**src/rtl/dmem_port_arbiter.sv**
```systemverilog
// Two-master arbiter for the single-port data RAM: CPU load/store stage and an
// auxiliary master, round-robin on conflict, with read-return tracking and a stall counter.
module dmem_port_arbiter #(
    parameter int ADDR_W = 12,
    parameter int CNT_W  = 16
) (
    input  logic              clk,
    input  logic              rst,
    input  logic              cpu_req,
    input  logic [3:0]        cpu_we,
    input  logic [ADDR_W-1:0] cpu_addr,
    input  logic [31:0]       cpu_wdata,
    output logic [31:0]       cpu_rdata,
    output logic              cpu_stall,
    input  logic              aux_req,
    input  logic [3:0]        aux_we,
    input  logic [ADDR_W-1:0] aux_addr,
    input  logic [31:0]       aux_wdata,
    output logic              aux_gnt,
    output logic              aux_rvalid,
    output logic [31:0]       aux_rdata,
    output logic              ram_en,
    output logic [3:0]        ram_we,
    output logic [ADDR_W-1:0] ram_addr,
    output logic [31:0]       ram_din,
    input  logic [31:0]       ram_dout,
    output logic [CNT_W-1:0]  stall_cnt,
    input  logic              stall_cnt_clr
);

    typedef enum logic {
        GNT_CPU = 1'b0,
        GNT_AUX = 1'b1
    } gnt_e;

    typedef enum logic [1:0] {
        RD_NONE = 2'd0,
        RD_CPU  = 2'd1,
        RD_AUX  = 2'd2
    } rd_owner_e;

    localparam logic [CNT_W-1:0] CNT_ONE = CNT_W'(1);
    localparam logic [CNT_W-1:0] CNT_MAX = '1;

    gnt_e              last_gnt_reg;
    rd_owner_e         rd_owner_reg;
    rd_owner_e         rd_owner_next;
    logic [31:0]       cpu_rdata_reg;
    logic              aux_rvalid_reg;
    logic [31:0]       aux_rdata_reg;
    logic [CNT_W-1:0]  stall_cnt_reg;
    logic [CNT_W-1:0]  stall_cnt_next;
    logic [ADDR_W-1:0] addr_hold_reg;
    logic [31:0]       din_hold_reg;

    logic              cpu_granted;
    logic              aux_granted;
    logic              any_granted;
    logic [ADDR_W-1:0] sel_addr;
    logic [31:0]       sel_wdata;

    // Grant decision depends only on the request lines and last_gnt, never on RAM data.
    always_comb begin
        cpu_granted = 1'b0;
        aux_granted = 1'b0;
        if (cpu_req && aux_req) begin
            cpu_granted = (last_gnt_reg == GNT_AUX);
            aux_granted = (last_gnt_reg == GNT_CPU);
        end else begin
            cpu_granted = cpu_req;
            aux_granted = aux_req;
        end
    end

    assign any_granted = cpu_granted | aux_granted;
    assign cpu_stall   = cpu_req & ~cpu_granted;
    assign aux_gnt     = aux_req & aux_granted;
    assign ram_en      = any_granted;

    assign sel_addr  = cpu_granted ? cpu_addr  : aux_addr;
    assign sel_wdata = cpu_granted ? cpu_wdata : aux_wdata;
    assign ram_addr  = any_granted ? sel_addr  : addr_hold_reg;

    // Byte lanes: write strobes are suppressed during reset so a colliding write is dropped.
    genvar gi;
    generate
        for (gi = 0; gi < 4; gi++) begin : g_lane
            assign ram_we[gi] = ~rst & ((cpu_granted & cpu_we[gi]) | (aux_granted & aux_we[gi]));
            assign ram_din[gi*8 +: 8] = any_granted ? sel_wdata[gi*8 +: 8] : din_hold_reg[gi*8 +: 8];
        end
    endgenerate

    always_comb begin
        rd_owner_next = RD_NONE;
        if (cpu_granted && (cpu_we == 4'd0)) begin
            rd_owner_next = RD_CPU;
        end else if (aux_granted && (aux_we == 4'd0)) begin
            rd_owner_next = RD_AUX;
        end
    end

    always_comb begin
        stall_cnt_next = stall_cnt_reg;
        if (stall_cnt_clr) begin
            stall_cnt_next = '0;
        end else if (cpu_stall && (stall_cnt_reg != CNT_MAX)) begin
            stall_cnt_next = stall_cnt_reg + CNT_ONE;
        end
    end

    always_ff @(posedge clk) begin
        if (rst) begin
            last_gnt_reg   <= GNT_AUX;
            rd_owner_reg   <= RD_NONE;
            cpu_rdata_reg  <= '0;
            aux_rvalid_reg <= 1'b0;
            aux_rdata_reg  <= '0;
            stall_cnt_reg  <= '0;
            addr_hold_reg  <= '0;
            din_hold_reg   <= '0;
        end else begin
            if (cpu_granted) begin
                last_gnt_reg <= GNT_CPU;
            end else if (aux_granted) begin
                last_gnt_reg <= GNT_AUX;
            end
            if (any_granted) begin
                addr_hold_reg <= sel_addr;
                din_hold_reg  <= sel_wdata;
            end
            rd_owner_reg   <= rd_owner_next;
            // ram_dout now holds the word addressed in the previous grant cycle.
            aux_rvalid_reg <= (rd_owner_reg == RD_AUX);
            if (rd_owner_reg == RD_CPU) begin
                cpu_rdata_reg <= ram_dout;
            end
            if (rd_owner_reg == RD_AUX) begin
                aux_rdata_reg <= ram_dout;
            end
            stall_cnt_reg <= stall_cnt_next;
        end
    end

    assign cpu_rdata  = cpu_rdata_reg;
    assign aux_rvalid = aux_rvalid_reg;
    assign aux_rdata  = aux_rdata_reg;
    assign stall_cnt  = stall_cnt_reg;

endmodule

```
**config.mk**
```make
export PLATFORM = sky130hd
export DESIGN_NAME = dmem_port_arbiter
export DESIGN_NICKNAME = d
export VERILOG_FILES = /design/src/rtl/dmem_port_arbiter.sv
export SDC_FILE = /design/constraint.sdc
export NUM_CORES = 1
export LEC_CHECK = 0
export CORE_MARGIN = 8
export CORE_UTILIZATION = 25
export DETAILED_ROUTE_END_ITERATION = 6
export GPL_ROUTABILITY_DRIVEN = 1
export PLACE_DENSITY = 0.58
export REMOVE_ABC_BUFFERS = 1
export SKIP_CTS_REPAIR_TIMING = 1
export SLEW_MARGIN = 20
export SYNTH_ARGS = -nofsm -noshare
export SYNTH_HDL_FRONTEND = slang
export SYNTH_SLANG_ARGS = --single-unit
```
**constraint.sdc**
```tcl
create_clock -name clk -period 2.5 [get_ports clk]
set_input_delay 0.5 -clock clk [delete_from_list [all_inputs] [get_ports clk]]
set_output_delay 0.5 -clock clk [all_outputs]
set_load 0.01 [all_outputs]
```
# After elaboration in Yosys (flattened, before gate mapping)
# Cells that the tools add are included.
[totals]
regBits = 128
input_bits = 133
out_inout_bits = 132
word_cells = 57
[classes]
add_sub_neg = 1
eq_ne = 3
mux = 13
n_bitwise = 22
n_reduce_logical = 9
[ops]
columns = ["cell", "count"]
rows = [
  ["$mux W32", 1],
  ["$mux W8", 4],
  ["$mux W12", 2],
  ["$add A16 B1 Y16 const B", 1],
  ["$ne A16 B16 Y1 const B", 1],
  ["$and A1 B1 Y1", 14],
  ["$logic_not A4 Y1", 2],
  ["$mux W1", 5],
  ["$or A1 B1 Y1", 5],
  ["$logic_and A1 B1 Y1", 4],
  ["$reduce_or A2 Y1", 2],
  ["$not A1 Y1", 3],
  ["$eq A2 B1 Y1 const B", 1],
  ["$eq A2 B2 Y1 const B", 1],
  ["$mux W2", 1],
  ["$reduce_bool A2 Y1", 1],
]

# Longest topological paths before layout
# Gate-level depths: netlist of the first run.
[depth]
word_depth = 5
ltp_mapped = 6
ltp_nobuf = 5

# Worst setup path before layout of the first run
# No wires, ideal clock.
[synth_path]
path_kind = "input to output"
from = "in aux_req"
to = "out ram_addr[0]"
t_arrival_ns = 1.431
required_time_ns = 2.000
path_slack_ns = 0.569
cell_stages = 5
n_path_buf = 2
cell_sequence = "a21boi_0 -> clkbuf_1 -> buf_2 -> mux2i_1 -> a21oi_1"
[synth_between]
elab_chain_cells = 4
word_cells_on_any_way = 6
classes_between = "4 x mux; 1 x bitwise; 1 x reduce/logical"
[synth_rtl]
columns = ["item", "line_no", "text"]
rows = [
  ["start, declared", "15", "input logic aux_req,"],
  ["$logic_and A1 B1 Y1", "66", "if (cpu_req && aux_req) begin"],
  ["$mux W1", "66", ""],
  ["$mux W12 or $or A1 B1 Y1 (tied branches)", "80, 75", ""],
  ["$mux W12 (*)", "--", ""],
  ["end, declared", "24", "output logic [ADDR_W-1:0] ram_addr,"],
]
# Mark *: on every way between the ends. The rest lies on a longest branch, timed or not.

# Final worst setup path of the first run
[layout_path]
from = "reg last_gnt_reg"
to = "out ram_din[0]"
[layout_between]
elab_chain_cells = 4
word_cells_on_any_way = 6
classes_between = "4 x mux; 2 x bitwise"
[layout_rtl]
columns = ["item", "line_no", "text"]
rows = [
  ["start, declared", "45", "gnt_e last_gnt_reg;"],
  ["start signal, assigned", "113", "last_gnt_reg <= GNT_AUX;"],
  ["start signal, assigned", "123", "last_gnt_reg <= GNT_CPU;"],
  ["start signal, assigned", "125", "last_gnt_reg <= GNT_AUX;"],
  ["$not A1 Y1", "68", "aux_granted = (last_gnt_reg == GNT_CPU);"],
  ["$mux W1", "66", ""],
  ["$or A1 B1 Y1", "75", "assign any_granted = cpu_granted | aux_granted;"],
  ["$mux W8 (*)", "89", "assign ram_din[gi*8 +: 8] = any_granted ? sel_wdata[gi*8 +: 8] : din_hold_reg[gi*8 +: 8];"],
  ["end, declared", "25", "output logic [31:0] ram_din,"],
]
# Marked as above.

==> impl_metrics.csv, run 1 <==
group,metric,value,unit
status,status,"finished, violations left",
status,violations,"negative setup slack",
route,avgRoutedWirePerCell,16.04,µm
logic_synthesis,yosys-top-cells-area,"dfxtp_1 (48%), a21oi_1 (11%), nand2_1 (9.6%)",
floorplanning,die_h,162.4,µm
setup_path,crit_arrival,2020,ps
setup_path,crit_start,"last_gnt_reg",
global_routing,grt_pass1_wl,31710,µm
route,avgViaCountPerCell,4.586,
global_routing,grt_max_degree,92,
cells_and_area,fin_util,0.4769,
logic_synthesis,synthCells,657,
pwr,total_power,5.679,mW
place,dpl_cell_area,9010,µm²
setup_path,crit_path_start_kind,"flip-flop",
logic_synthesis,yosysWarnings,0,
global_routing,antenna_found_initial,0,
route,drt_wl_total,20650,µm
floorplanning,rows,53,
logic_synthesis,ys_types,34,
sta,whs,451.0,ps
sta,maxSlewHeadroom,0.5824,
clock_network,clk_latency,420,ps
clock_network,clock-root-buffer,"clkbuf_16",
logic_synthesis,synthesis.area,5360,µm²
route,drc,0,
cells_and_area,layout.nets,1134,
place,io_buffers,264,
sta,finalCritPeriodShare,1.007,
logic_synthesis,synth_area_per_cell,8.159,µm²
pwr,powerDensity,566.5,nW/µm²
place,gp_congestion,0.7686,
cells_and_area,diodes,0,
setup_path,crit_type,"flip-flop to primary output",
place,pre_cts_ws,-446.5,ps
sta,drv_slew,0,
sta,tightestPinTransition,620.6,ps
clock_network,htree_levels,4,
sta,timing.fmax,397.1,MHz
logic_synthesis,yosysSeqAreaShare,0.4781,
global_routing,grt_overflow,0,
clock_network,cts-buffers-inserted,17,
route,drtPass1Iterations,4,
hold_path,hp-class,"flip-flop to flip-flop",
route,num_vias,5907,
setup_path,setup.worst_path.end_class,"primary output",
global_routing,track_usage,0.1499,
clock_network,cts_sinks,128,
route,ant_nets,0,
setup_path,critical_path_required,2000,ps
logic_synthesis,yosysTopAreaCellShare,0.4781,
floorplanning,design.core.area,21020,µm²
place,place_hpwl,15030,µm
floorplanning,dieArea,26380,µm²
floorplanning,die_w,162.4,µm
floorplanning,start_util,0.2550,
sta,rsz0062_at_grt,"true",
clock_network,clock_path_buffers,2,
cells_and_area,area_growth,87.02,%
sta,setup_viol,5,
cells_and_area,fin_area,10020,µm²
setup_path,crit_fanout,9,
pwr,p_leak,3.922,nW
logic_synthesis,synth_top_area_cell,"dfxtp_1",
setup_path,worstReg2RegStart,"stall_cnt[0]",
global_routing,grt_pass1_vias,5838,
sta,clock_skew,6.407,ps
hold_path,hp-start,"cpu_rdata[9]",
floorplanning,pin_count,265,
sta,setup_ws,-18.43,ps
clock_network,clk_pin_slew_worst_paths,60,ps
job,cap_violations,0,
clock_network,cts_tree,"done",
route,drtIter0Drc,223,
sta,finalHoldViolations,0,
cells_and_area,drive_above_1_share,0.1955,
sta,fin_crit,2518,ps
pwr,peakVddDrop,0.0003586,V
logic_synthesis,ys_seq_elements,128,
## layout make-up
type,count,area (µm²)
Multi-Input combinational cell,475,2889
Clock buffer,17,425.4
Fill cell,2046,11000
Inverter,3,11.26
Tap cell,275,344.1
Clock inverter,15,150.1
Timing Repair Buffer,375,3641
Sequential cell,128,2564
## cells by family (layout without fill, tap and decap cells)
family                     count (synthesis)  in the layout  share of synthesized area
and+or+nand+nor                          243            243                     0.1963
DFF                                      128            128                     0.4781
AOI/OAI and AO/OA                        187            187                     0.2019
buffers and inverters                     54            410                    0.03921
muxes                                     44             44                    0.08217
adders and majority gates                  1              1                   0.002334
## where the power goes
part           total [mW]  leakage [nW]  internal (mW)  switching, mW
Combinational        1.07          2.61          0.643          0.428
Clock                2.46         0.271           1.40           1.06
Sequential           2.15          1.04           2.11         0.0384
Total                5.68          3.92           4.16           1.52
## stage by stage
stage,std cells,setup TNS (ps)
2_1_floorplan,606,-396750
3_3_place_gp,1247,-18350
3_5_place_dp,1247,-18090
4_1_cts,1279,-18760
5_1_grt,1288,-1065
6_report,1288,-44.00
## critical path, cell delays in order (launching register included)
cell and delay (ps):
dfxtp_2 350, a21boi_4 210, buf_6 130, buf_12 140
buf_6 130, clkbuf_16 160, mux2i_4 230, a21oi_1 80
dlymetal6s2s_1 170
## layout by cell type, fill, tap and decap left out, types with 2 or more instances in the layout
master	instances
dlymetal6s2s_1	35
dfxtp_1	127
clkinvlp_4	4
clkdlybuf4s50_1	214
nand2_1	136
nand2b_1	3
inv_6	8
clkbuf_2	14
nand3_1	6
mux2i_1	15
nand4_1	5
nor3_1	9
inv_1	3
nor2_1	53
a41oi_1	2
a22oi_1	4
mux2i_4	19
buf_4	98
o21ai_0	10
a21oi_1	120
nand4b_1	2
mux2i_2	10
or3_1	8
buf_12	6
a31oi_1	2
nor2b_2	2
or2_2	2
buf_6	4
a211oi_1	44
clkbuf_16	20
o31ai_1	3
nor4_1	5
or4_1	5
## worst paths after layout
check,endpoint,slack (ps),cells past startpoint
max,ram_din[0],-20,8
min,cpu_rdata[9],450,2
max reg2reg,stall_cnt[10],530,5
min reg2reg,cpu_rdata[9],450,2
## cells in the mapped netlist (all sizes together)
master	instances
nand2	137
dfxtp	128
a21oi	120
nor2	53
a211oi	44
mux2i	44
clkbuf	37
buf	14
o21ai	10
nor3	9
or3	8
nand3	6
nand4	6
nor4	5
or4	5
a22oi	4
inv	3
nand2b	3
o31ai	3
a31oi	2
a41oi	2
and2	2
nand4b	2
nor2b	2
or2	2
a21boi	1
and4	1
ha	1
nand3b	1
nor3b	1
o221a	1
## per-layer routing
layer / vias to the layer above / share of wire / GRT usage / routed length [µm]
li1: 3004 / - / - / -
met1: 2684 / 0.44 / 0.1782 / 9009
met2: 206 / 0.46 / 0.2402 / 9494
met3: 13 / 0.094 / 0.06395 / 1948
met4: 0 / 0.0098 / 0.04756 / 203
met5: - / 0 / 0 / 0
No activity file was read; power rests on OpenSTA's default activity.
==> run 2, diff against run 1 <==
==> constraint.sdc (replaced) <==
create_clock -name clk -period 2.5 [get_ports clk]
set_input_delay 0.5 -clock clk [delete_from_list [all_inputs] [get_ports clk]]
set_output_delay 0.5 -clock clk [all_outputs]
set_load 0.05 [all_outputs]
==> run 2 against run 1 <==
  * Sequential power hardly changed
  * First-iteration DRC count is 26% higher
  * The flow now finishes without violations
  * Largest power group unchanged
  * Flip-flop and latch count stayed put
  * Critical path depth is 2 lower
  * Worst hold slack worse by 18 ps
  * Clock skew is 3.5 ps higher
  * Via count is 0.22% lower
  * Register-to-register slack better by 30 ps
==> impl_metrics.csv, run 2 (synthesized netlist as in run 1, its figures left out) <==
group,metric,value,unit
clock_network,cts-buffers-inserted,17,
setup_path,cp_num_buf_inv,2,
global_routing,grt_pass1_wl,31810,µm
pwr,peakVddDrop,0.0003747,V
setup_path,crit_path_start_kind,"flip-flop",
sta,tightestPinTransition,646.9,ps
route,avgViaCountPerCell,4.634,
sta,finalCritPeriodShare,0.9578,
global_routing,grt_max_degree,92,
clock_network,cts_tree,"done",
sta,clock_skew,9.880,ps
floorplanning,start_util,0.2550,
clock_network,clock-root-buffer,"clkbuf_16",
global_routing,grt_overflow,0,
setup_path,crit_fanout,12,
sta,timing.fmax,417.6,MHz
cells_and_area,fin_util,0.5051,
route,drc,0,
sta,finalHoldViolations,0,
cells_and_area,final_cell_mix,"clkdlybuf4s50_1 (210), nand2_1 (136), dfxtp_1 (128)",
hold_path,hp-start,"aux_req",
route,drt_wl_total,21450,µm
clock_network,cts_sinks,128,
cells_and_area,drive_above_1_share,0.2588,
global_routing,grt_pass1_vias,5726,
cells_and_area,diodes,0,
sta,fin_setup_tns,0,ps
sta,setup_viol,0,
floorplanning,rows,53,
setup_path,crit_arrival,1890,ps
setup_path,worstReg2RegStart,"stall_cnt[0]",
sta,maxSlewHeadroom,0.5648,
hold_path,hp-class,"input port to flip-flop",
setup_path,crit_type,"flip-flop to primary output",
hold_path,holdPathStages,3,
floorplanning,pin_count,265,
place,dp_cells,1232,
route,drtPass1Iterations,4,
global_routing,antenna_found_initial,0,
setup_path,slowest_delay,360,ps
route,drtIter0Drc,280,
place,place_hpwl,15300,µm
floorplanning,die_w,162.4,µm
hold_path,min_to,"last_gnt_reg",
setup_path,r2r_slack,560,ps
route,num_vias,5894,
floorplanning,dieArea,26380,µm²
cells_and_area,area_growth,98.11,%
sta,rsz0062_at_grt,"false",
cells_and_area,final_common_cell,"clkdlybuf4s50_1",
global_routing,track_usage,0.1516,
status,status,"complete, no violations",
cells_and_area,final_cell_count_no_fill,1272,
job,cap_violations,0,
clock_network,htree_levels,4,
sta,fin_crit,2395,ps
cells_and_area,nFillCells,1951,
setup_path,critical_path_required,2000,ps
route,avgRoutedWirePerCell,16.86,µm
route,ant_nets,0,
floorplanning,die_h,162.4,µm
place,io_buffers,264,
floorplanning,design.core.area,21020,µm²
sta,drv_slew,0,
setup_path,crit_path_cell_trace,"nand2b_2, nand2_4, buf_4, nor2_1, a21oi_1, buf_12",
clock_network,clk_latency,410,ps
setup_path,setup.worst_path.end_class,"primary output",
setup_path,critPathTopFamily,"simple AND/OR/NAND/NOR gates",
setup_path,worstRegToRegCells,5,
clock_network,clk_pin_slew_worst_paths,60,ps
pwr,powerDensity,610.5,nW/µm²
pwr,p_leak,3.816,nW
place,gp_congestion,0.7834,
cells_and_area,layout.nets,1118,
setup_path,r2r-end,"stall_cnt[3]",
pwr,total_power,6.483,mW
clock_network,clock_path_buffers,2,
setup_path,cpMaxStageDelayCell,"dfxtp_1",
-- run 2: cell types whose count changed in the layout (fill, tap and decap cells not counted), sizes merged --
cell and delta:
buf +34, dlymetal6s2s -33, clkbuf -12, inv -5, clkdlybuf4s50 -4, clkinv +3
bufinv +2, clkinvlp -1
-- run 2: power by group --
part,total (mW),internal [mW],leakage (nW),switching (mW)
sequential,2.15,2.11,1.04,0.0428
clock,2.61,1.61,0.294,1.00
combinational,1.71,0.890,2.48,0.825
total,6.48,4.61,3.82,1.87
-- run 2: worst register-to-register path, cell delays in order, from the launching register on --
cell and delay [ps]:
dfxtp_1 420, ha_1 270, nand4_1 240, nor4_1 620
o21ai_0 190, a21oi_1 140
-- run 2: through the flow --
stage / cell area, µm² / hold slack [ps] / setup slack, ps
floorplan: 5161 / 465.2 / -5986
global placement: 9383 / 441.8 / -201.6
detailed placement: 9383 / 445.4 / -196.5
CTS: 10000 / 454.6 / -211.8
global route: 10620 / 435.8 / 2.210
finish: 10620 / 433.2 / 105.4
-- run 2: final cells by class --
class                   count  area [µm²]  share of cell area
clock buffers              18       439.2             0.04136
clock inverters            14       178.9             0.01685
inverters                   3       11.26            0.001060
multi-input cells         475        3064              0.2886
flip-flops and latches    128        2562              0.2413
well taps                 275       344.1             0.03240
repair buffers            359        4019              0.3785
-- run 2: metal layers --
metal,vias to the layer above,share of wire,track usage
met4,0,0.013,0.04714
met3,17,0.11,0.07735
met5,-,0,0
met1,2714,0.41,0.1728
met2,204,0.46,0.2430
li1,2959,-,-
-- run 2: worst max path at each step --
stage | start | depth (start not counted) | to
floorplan | aux_req | 3 | ram_addr[0]
global placement | aux_req | 6 | ram_din[31]
detailed placement | aux_req | 6 | ram_din[31]
CTS | aux_req | 6 | ram_din[31]
global route | last_gnt_reg | 6 | ram_din[28]
finish | last_gnt_reg | 6 | ram_din[6]
==> run 3, diff against run 2 <==
--- a/config.mk
+++ b/config.mk
@@ -5,6 +5,7 @@
 export SDC_FILE = /design/constraint.sdc
 export NUM_CORES = 1
 export LEC_CHECK = 0
+export ABC_CLOCK_PERIOD_IN_PS = 3000
 export CORE_MARGIN = 8
 export CORE_UTILIZATION = 25
 export DETAILED_ROUTE_END_ITERATION = 6
==> constraint.sdc (replaced) <==
create_clock -name clk -period 3 [get_ports clk]
set_input_delay 0.6 -clock clk [delete_from_list [all_inputs] [get_ports clk]]
set_output_delay 0.6 -clock clk [all_outputs]
set_load 0.05 [all_outputs]
==> run 3 against run 2 <==
  * Combinational power decreased by 29%
  * Non-clock buffer count down 62
  * Clock power is 13% lower
  * Final area down 9.2%
  * Wire length down 8.2%
  * Global-route usage shrank 0.52 points
  * Sequential share of layout area is 2.5 points higher
  * Largest cell class unchanged
==> impl_metrics.csv, run 3 (synthesized netlist as in run 1, its figures left out) <==
group,metric,value,unit
sta,setup_viol,0,
floorplanning,pin_count,265,
setup_path,worstRegToRegCells,5,
pwr,total_power,5.259,mW
global_routing,grt_pass1_vias,5521,
global_routing,grt_pass1_wl,30770,µm
pwr,swShare,0.2827,
cells_and_area,final_common_cell,"clkdlybuf4s50_1",
cells_and_area,final_cell_mix,"clkdlybuf4s50_1 (211), nand2_1 (136), dfxtp_1 (128)",
sta,rsz0062_at_grt,"false",
clock_network,clk_latency,410,ps
setup_path,slowest_delay,510,ps
setup_path,crit_path_cell_trace,"clkdlybuf4s50_1, a21boi_4, buf_12, buf_12, mux2i_1, a21oi_1, buf_12",
setup_path,cpMaxStageDelayCell,"clkdlybuf4s50_1",
setup_path,crit_path_start_kind,"input port",
route,num_vias,5510,
route,ant_nets,0,
sta,fin_setup_tns,0,ps
cells_and_area,fin_util,0.4585,
pwr,p_switching,1.487,mW
place,place_hpwl,14880,µm
clock_network,cts_sinks,128,
setup_path,crit_top_cell,"buf_12",
place,gp_congestion,0.7665,
cells_and_area,final_cell_count_no_fill,1210,
sta,timing.fmax,349.6,MHz
setup_path,crit_type,"input port to primary output",
pwr,p_comb_frac,0.229,
clock_network,cts-buffers-inserted,17,
hold_path,hp-class,"flip-flop to flip-flop",
sta,setup_ws,139.4,ps
cells_and_area,area_growth,79.83,%
setup_path,crit_arrival,2260,ps
hold_path,hp-start,"aux_rdata[30]",
floorplanning,dieArea,26380,µm²
cells_and_area,drive_above_1_share,0.1348,
sta,drv_slew,0,
floorplanning,rows,53,
floorplanning,die_h,162.4,µm
sta,fin_crit,2861,ps
hold_path,holdPathStages,2,
route,avgViaCountPerCell,4.554,
route,drtIter0Drc,253,
sta,finalHoldViolations,0,
setup_path,r2r-end,"stall_cnt[10]",
floorplanning,die_w,162.4,µm
clock_network,htree_levels,4,
clock_network,clk_pin_slew_worst_paths,60,ps
sta,clock_skew,5.501,ps
hold_path,min_to,"aux_rdata[30]",
cells_and_area,diodes,0,
pwr,clockPowerShare,0.433,
global_routing,antenna_found_initial,0,
sta,finalCritPeriodShare,0.9535,
route,drtPass1Iterations,4,
pwr,powerDensity,545.6,nW/µm²
cells_and_area,regArea,2562,µm²
place,io_buffers,264,
pwr,p_leak,3.472,nW
global_routing,grt_max_degree,104,
sta,tightestPinTransition,715.1,ps
pwr,peakVddDrop,0.0003543,V
setup_path,r2r_slack,1010,ps
setup_path,setup.worst_path.end_class,"primary output",
floorplanning,design.core.area,21020,µm²
route,drt_wl_total,19700,µm
pwr,pwr-share-seq,0.338,
pwr,power.internal,3.773,mW
global_routing,track_usage,0.1464,
route,drc,0,
route,avgRoutedWirePerCell,16.28,µm
cells_and_area,layout.nets,1056,
setup_path,worstReg2RegStart,"stall_cnt[0]",
clock_network,cts_tree,"done",
clock_network,clock_path_buffers,2,
sta,maxSlewHeadroom,0.5196,
setup_path,crit_fanout,16,
place,pre_cts_ws,73.32,ps
cells_and_area,multi_input_area,2611,µm²
setup_path,critical_path_required,2400,ps
job,cap_violations,0,
status,status,"complete, no violations",
place,dp_cells,1178,
clock_network,clock-root-buffer,"clkbuf_16",
global_routing,grt_overflow,0,
cells_and_area,nFillCells,2033,
floorplanning,start_util,0.2550,
-- run 3: cell types whose count changed in the layout (fill, tap and decap cells not counted), sizes merged, moves of 3 or more --
cell | previous run | this run
buf | 143 | 85
clkbuf | 22 | 17
clkinv | 4 | 1
inv | 7 | 11
-- run 3: worst max-delay path by stage --
stage	endpoint	startpoint	slack, ps	cells past startpoint
finish	ram_din[15]	aux_req	140	7
global placement	ram_addr[2]	cpu_req	110	7
CTS	ram_din[8]	cpu_req	70	7
floorplan	ram_addr[0]	aux_req	-5690	3
global route	ram_din[19]	aux_req	50	7
detailed placement	ram_din[15]	cpu_req	70	7
-- run 3: critical path, delay by kind of cell --
| family | cells | cell delay (ps) |
|---|---|---|
| compound gates | 2 | 350 |
| buf+inv | 4 | 1040 |
| mux | 1 | 260 |
-- run 3: metal layers --
layer / vias to the layer above / part of all wire / global-route usage
met5: - / 0 / 0
met4: 0 / 0.0073 / 0.03535
met3: 7 / 0.11 / 0.07836
met2: 196 / 0.45 / 0.2366
met1: 2466 / 0.43 / 0.1667
li1: 2841 / - / -
-- run 3: metrics by stage --
step / instance area (µm²) / hold WS [ps]
finish: 9639 / 453.4
global route: 9639 / 471.0
CTS: 9637 / 455.2
detailed placement: 8990 / 446.8
global placement: 8990 / 441.0
floorplan: 5161 / 465.2
-- run 3: power groups by stage --
stage,clock (mW),combinational (mW),sequential [mW]
after floorplan,0,0.532,1.83
after global placement,0,1.21,1.81
after detailed placement,0,1.22,1.81
after CTS,2.34,1.22,1.78
after global routing,2.42,1.28,1.78
final,2.28,1.21,1.78
-- run 3: cell type report --
class / instances / share of cell area
Clock buffer: 17 / 0.04413
Sequential cell: 128 / 0.2658
Clock inverter: 15 / 0.02298
Timing Repair Buffer: 297 / 0.3593
Multi-Input combinational cell: 475 / 0.2709
Tap cell: 275 / 0.03570
Inverter: 3 / 0.001168
